$ cat config.mk
export PLATFORM = sky130hd
export DESIGN_NAME = reg_hazard_scoreboard
export DESIGN_NICKNAME = d
export VERILOG_FILES = /design/src/rtl/reg_hazard_scoreboard_pkg.sv /design/src/rtl/reg_hazard_scoreboard_decode.sv /design/src/rtl/reg_hazard_scoreboard.sv
export SDC_FILE = /design/constraint.sdc
export NUM_CORES = 1
export LEC_CHECK = 0
export CAP_MARGIN = 20
export CORE_AREA = 4 4 67 69
export CTS_BUF_LIST = sky130_fd_sc_hd__clkbuf_4
export CTS_CLUSTER_DIAMETER = 200
export DETAILED_ROUTE_END_ITERATION = 10
export DIE_AREA = 0 0 71 73
export DONT_BUFFER_PORTS = 1
export GPL_TIMING_DRIVEN = 0
export PLACE_DENSITY = 0.48
export SLEW_MARGIN = 20
export SYNTH_ARGS = -nofsm -noshare
export SYNTH_HDL_FRONTEND = slang
export SYNTH_SLANG_ARGS = --single-unit
$ cat constraint.sdc
create_clock -name clk -period 3.29 [get_ports clk]
set_input_delay 0.658 -clock clk [delete_from_list [all_inputs] [get_ports clk]]
set_output_delay 0.658 -clock clk [all_outputs]
set_load 0.005 [all_outputs]
$ cat src/rtl/reg_hazard_scoreboard_pkg.sv
// reg_hazard_scoreboard_pkg: shared ISA opcodes, field macros, bypass encoding and scoreboard entry type.
`ifndef GET_OPC
`define GET_OPC(i) i[31:26]
`define GET_FUN(i) i[5:0]
`define GET_RS(i) i[25:21]
`define GET_RT(i) i[20:16]
`endif
package reg_hazard_scoreboard_pkg;
  localparam int DEPTH = 3;
  localparam logic [5:0] OP_SPECIAL = 6'h00, OP_REGIMM = 6'h01, OP_J = 6'h02, OP_JAL = 6'h03;
  localparam logic [5:0] OP_BEQ = 6'h04, OP_BNE = 6'h05, OP_BLEZ = 6'h06, OP_BGTZ = 6'h07;
  localparam logic [5:0] OP_ADDI = 6'h08, OP_ADDIU = 6'h09, OP_SLTI = 6'h0a, OP_SLTIU = 6'h0b;
  localparam logic [5:0] OP_ANDI = 6'h0c, OP_ORI = 6'h0d, OP_XORI = 6'h0e, OP_LUI = 6'h0f;
  localparam logic [5:0] OP_LB = 6'h20, OP_LH = 6'h21, OP_LW = 6'h23, OP_LBU = 6'h24, OP_LHU = 6'h25;
  localparam logic [5:0] OP_SB = 6'h28, OP_SH = 6'h29, OP_SW = 6'h2b;
  localparam logic [5:0] FN_SLL = 6'h00, FN_SRL = 6'h02, FN_SRA = 6'h03, FN_JR = 6'h08, FN_JALR = 6'h09;
  typedef enum logic [1:0] {FWD_REGFILE = 2'd0, FWD_EX = 2'd1, FWD_MEM = 2'd2, FWD_WB = 2'd3} fwd_sel_e;
  typedef struct packed {
    logic       valid;
    logic [4:0] dest;
    logic       is_load;
  } sb_entry_t;
  function automatic logic is_load_op(input logic [5:0] op);
    return op inside {OP_LB, OP_LBU, OP_LH, OP_LHU, OP_LW};
  endfunction
endpackage

$ cat src/rtl/reg_hazard_scoreboard_decode.sv
// read_reg_decode: which source registers an instruction reads, and whether its opcode is recognised.
module read_reg_decode
  import reg_hazard_scoreboard_pkg::*;
(
  input  logic [31:0] instr_i,
  output logic        rs_used_o,
  output logic        rt_used_o,
  output logic        illegal_o
);
  logic [5:0] opc, fun;
  logic unused_bits;
  assign opc = `GET_OPC(instr_i);
  assign fun = `GET_FUN(instr_i);
  assign unused_bits = ^instr_i[25:6];
  always_comb begin
    rs_used_o = 1'b0;
    rt_used_o = 1'b0;
    illegal_o = 1'b0;
    case (opc)
      OP_SPECIAL: begin
        rs_used_o = !(fun inside {FN_SLL, FN_SRL, FN_SRA});
        rt_used_o = !(fun inside {FN_JR, FN_JALR});
      end
      OP_ADDI, OP_ADDIU, OP_ANDI, OP_ORI, OP_XORI, OP_SLTI, OP_SLTIU,
      OP_REGIMM, OP_BGTZ, OP_BLEZ, OP_LB, OP_LBU, OP_LH, OP_LHU, OP_LW: rs_used_o = 1'b1;
      OP_BEQ, OP_BNE, OP_SB, OP_SH, OP_SW: begin
        rs_used_o = 1'b1;
        rt_used_o = 1'b1;
      end
      OP_LUI, OP_J, OP_JAL: ;
      default: illegal_o = 1'b1;
    endcase
  end
endmodule

$ cat src/rtl/reg_hazard_scoreboard.sv
// reg_hazard_scoreboard: RAW hazard stall and bypass select for the ID stage over a shift scoreboard of EX/MEM/WB dests.
// Define REG_HAZARD_FWD_EN to enable bypass selects so only load-use hazards stall.
module reg_hazard_scoreboard
  import reg_hazard_scoreboard_pkg::*;
(
  input  logic        clk,
  input  logic        rst_n,
  input  logic        id_valid,
  input  logic [31:0] id_instr,
  input  logic [4:0]  id_write_reg,
  input  logic        flush,
  output logic        stall,
  output logic        rs_used,
  output logic        rt_used,
  output logic [1:0]  fwd_rs_sel,
  output logic [1:0]  fwd_rt_sel,
  output logic        illegal
);
  sb_entry_t [DEPTH-1:0] sb_q, sb_d;
  logic [4:0] rs, rt;
  logic [DEPTH-1:0] rs_hit, rt_hit;
  logic dec_illegal, hazard, issue, unused_ld;
  read_reg_decode u_dec (
    .instr_i  (id_instr),
    .rs_used_o(rs_used),
    .rt_used_o(rt_used),
    .illegal_o(dec_illegal)
  );
  assign rs = `GET_RS(id_instr);
  assign rt = `GET_RT(id_instr);
  // Only entries already in flight are compared, so an instruction never matches its own dest.
  always_comb begin
    rs_hit = '0;
    rt_hit = '0;
    unused_ld = 1'b0;
    for (int k = 0; k < DEPTH; k++) begin
      rs_hit[k] = rs_used && rs != 5'd0 && sb_q[k].valid && sb_q[k].dest == rs;
      rt_hit[k] = rt_used && rt != 5'd0 && sb_q[k].valid && sb_q[k].dest == rt;
      unused_ld ^= sb_q[k].is_load;
    end
  end
  function automatic logic [1:0] youngest(input logic [DEPTH-1:0] hit);
    youngest = FWD_REGFILE;
    for (int k = DEPTH - 1; k >= 0; k--) if (hit[k]) youngest = 2'(k + 1);
  endfunction
`ifdef REG_HAZARD_FWD_EN
  assign hazard = (rs_hit[0] || rt_hit[0]) && sb_q[0].is_load;
  assign fwd_rs_sel = youngest(rs_hit);
  assign fwd_rt_sel = youngest(rt_hit);
`else
  assign hazard = |{rs_hit, rt_hit};
  assign fwd_rs_sel = FWD_REGFILE;
  assign fwd_rt_sel = FWD_REGFILE;
`endif
  assign stall = id_valid && !flush && hazard;
  assign illegal = id_valid && dec_illegal;
  assign issue = id_valid && !stall && !flush;
  always_comb begin
    sb_d[0] = issue ? sb_entry_t'{1'b1, id_write_reg, is_load_op(`GET_OPC(id_instr))} : '0;
    sb_d[DEPTH-1:1] = sb_q[DEPTH-2:0];
  end
  always_ff @(posedge clk or negedge rst_n)
    if (!rst_n) sb_q <= '0;
    else sb_q <= sb_d;
endmodule

==> flow_summary.json <==
{
  "status": "finished clean",
  "setup_slack_ns": 0.375,
  "viasPerCell": 4.73,
  "nNetsFinal": 161,
  "powerDensity_mw_per_mm2": 333,
  "num_rows": 23,
  "p_leak_nw": 0.544,
  "yosysTopAreaCell": "dfrtp_1",
  "total_power_w": 0.000406,
  "wl_per_cell_um": 15.0,
  "syn_avg_cell_area_um2": 9.98,
  "antenna_found_initial": 0,
  "netlist_area_mm2": 0.00112,
  "grt_pass1_wl_um": 4200,
  "finalSetupViolations": 0,
  "cp-start-kind": "primary input",
  "synth_warnings": 0,
  "die_y_um": 73,
  "min_period_ns": 2.91,
  "finClkSkew_ns": 0.000525,
  "wirelength_um": 2540,
  "tns_ns": 0,
  "first_iter_violations": 13,
  "pre_cts_slack_ns": 0.352,
  "yosysTopAreaCellShare_pct": 40.3,
  "gp_congestion": 0.811,
  "slew_violations": 0,
  "die_w_um": 71,
  "layout-drive-gt1-share_pct": 10.1,
  "route.detailed.drc": 0,
  "path_class": "primary input to output pin",
  "gr-total-overflow": 0,
  "end_kind": "output pin",
  "dp_hpwl_um": 2130,
  "syn_to_final_growth_pct": 8.96,
  "grtUsageTotal_pct": 10.5,
  "reg2reg_slack_ns": 1.47,
  "core_mm2": 0.00391,
  "worst_ep_required_time_ns": 2.63,
  "r2r_end": "sb_d[10]",
  "hold_class": "primary input to asynchronous set/reset pin",
  "grt_max_degree": 19,
  "numClockSinks": 18,
  "hold_viol_final": 0,
  "die_area_mm2": 0.00518,
  "antenna_left": 0,
  "seq_area_frac_synth_pct": 40.3,
  "initial_core_util_pct": 28.5,
  "crit_fanout": 7,
  "ys_top_cells_by_count": "xor2_1 (24), dfrtp_1 (18), nor2_1 (9)",
  "arrival_ns": 2.26,
  "synth-main-ff-cell": "dfrtp_1",
  "post_cts_resized": 0,
  "io_buffer_count": 0,
  "detail_route.first_pass.iterations": 4,
  "postCtsSetupBuffers": 0,
  "synthArstFlopShare_pct": 100,
  "io_pins": 49,
  "critical_path.reg2reg.startpoint": "sb_d[10]",
  "cts-root-buf": "clkbuf_4",
  "cts_max_path_buffers": 2,
  "maxCapViolCount": 0,
  "synth.distinct_cells": 31,
  "ir_worst_vdd_mv": 0.0964,
  "synth_cells": 112,
  "numCtsBuffers": 3,
  "path_clk_slew_ns": 0.10,
  "synth_edf_count": 0,
  "synth-seq-cells": 18,
  "min_period_over_period_pct": 88.6,
  "max_freq_ghz": 0.343,
  "insertion_delay_ns": 0.29,
  "r2r_cells": 6,
  "rsz0062_at_grt": "no",
  "cts_hold_buf": 0,
  "vias": 799,
  "yosysMostFrequentCell": "xor2_1",
  "synth_area_leaders": "dfrtp_1 (40%), xor2_1 (19%), xnor2_1 (4.7%)",
  "grt_pass1_vias": 923,
  "htree_levels": 1,
  "antenna_cells": 0,
  "cts_tree": "done"
}
power breakdown:
| part | internal [W] | leakage [nW] | total (W) | switching [W] |
|---|---|---|---|---|
| clock | 0.0000442 | 0.0154 | 0.000111 | 0.0000671 |
| sequential | 0.000230 | 0.241 | 0.000240 | 0.00000937 |
| combinational | 0.0000304 | 0.288 | 0.0000545 | 0.0000241 |
worst max path at each step:
stage               cells after the start    end          from  slack [ns]
global placement                        6  stall  id_instr[30]        0.35
finish                                  6  stall  id_instr[30]        0.38
global route                            6  stall      sb_d[10]        0.23
floorplan                               6  stall  id_instr[30]        0.51
detailed placement                      6  stall  id_instr[30]        0.35
CTS                                     6  stall  id_instr[30]        0.35
layout by cell type, fill, tap and decap left out, drive strengths merged, types with 2 or more instances in the layout:
master / n
o21ai: 3
nor4: 6
dfrtp: 18
o32ai: 2
conb: 4
and3: 2
xnor2: 6
nand2: 7
nor2b: 3
or4: 3
clkbuf: 3
buf: 4
nand3: 6
nor2: 9
nand2b: 3
inv: 3
xor2: 24
routing by layer:
layer,vias up,routed length (um),track usage [%]
li1,397,-,-
met1,374,1010,11.2
met2,26,1300,18.3
met3,2,217,3.31
met4,0,14,5.64
met5,-,0,0
state kept, by name, indices dropped and copies added, names as in the netlist:
name and cells:
sb_q 6, sb_d 12
worst max-delay path, stage by stage:
cell and delay [ns]:
or2_1 0.24, or4_4 0.43, o32ai_2 0.36, o21ai_2 0.12, o32ai_4 0.23, and2_1 0.21
kinds of logic after synthesis:
family	after synthesis	synth area share [%]
XOR/XNOR	30	23.5
AO/OA/AOI/OAI	12	10.8
flip-flops	18	40.3
AND/OR/NAND/NOR	44	21.4
buffers and inverters	7	3.70
other	1	0.336
metrics by stage:
stage,hold slack (ns),instances,util (%),cell area (um2)
floorplan,0.362,115,-,1130
global placement,0.363,165,30.4,1190
detailed placement,0.363,165,30.4,1190
CTS,0.0353,169,31.1,1220
global route,0.0219,169,31.1,1220
finish,0.0460,169,31.1,1220
layout make-up:
type	count	area [um2]
Clock inverter	1	3.75
Multi-Input combinational cell	90	637
Tap cell	50	62.6
Inverter	3	11.3
Fill cell	421	2700
Buffer	4	30.0
Sequential cell	18	450
Clock buffer	3	22.5
(Power assumes the default switching activity.)
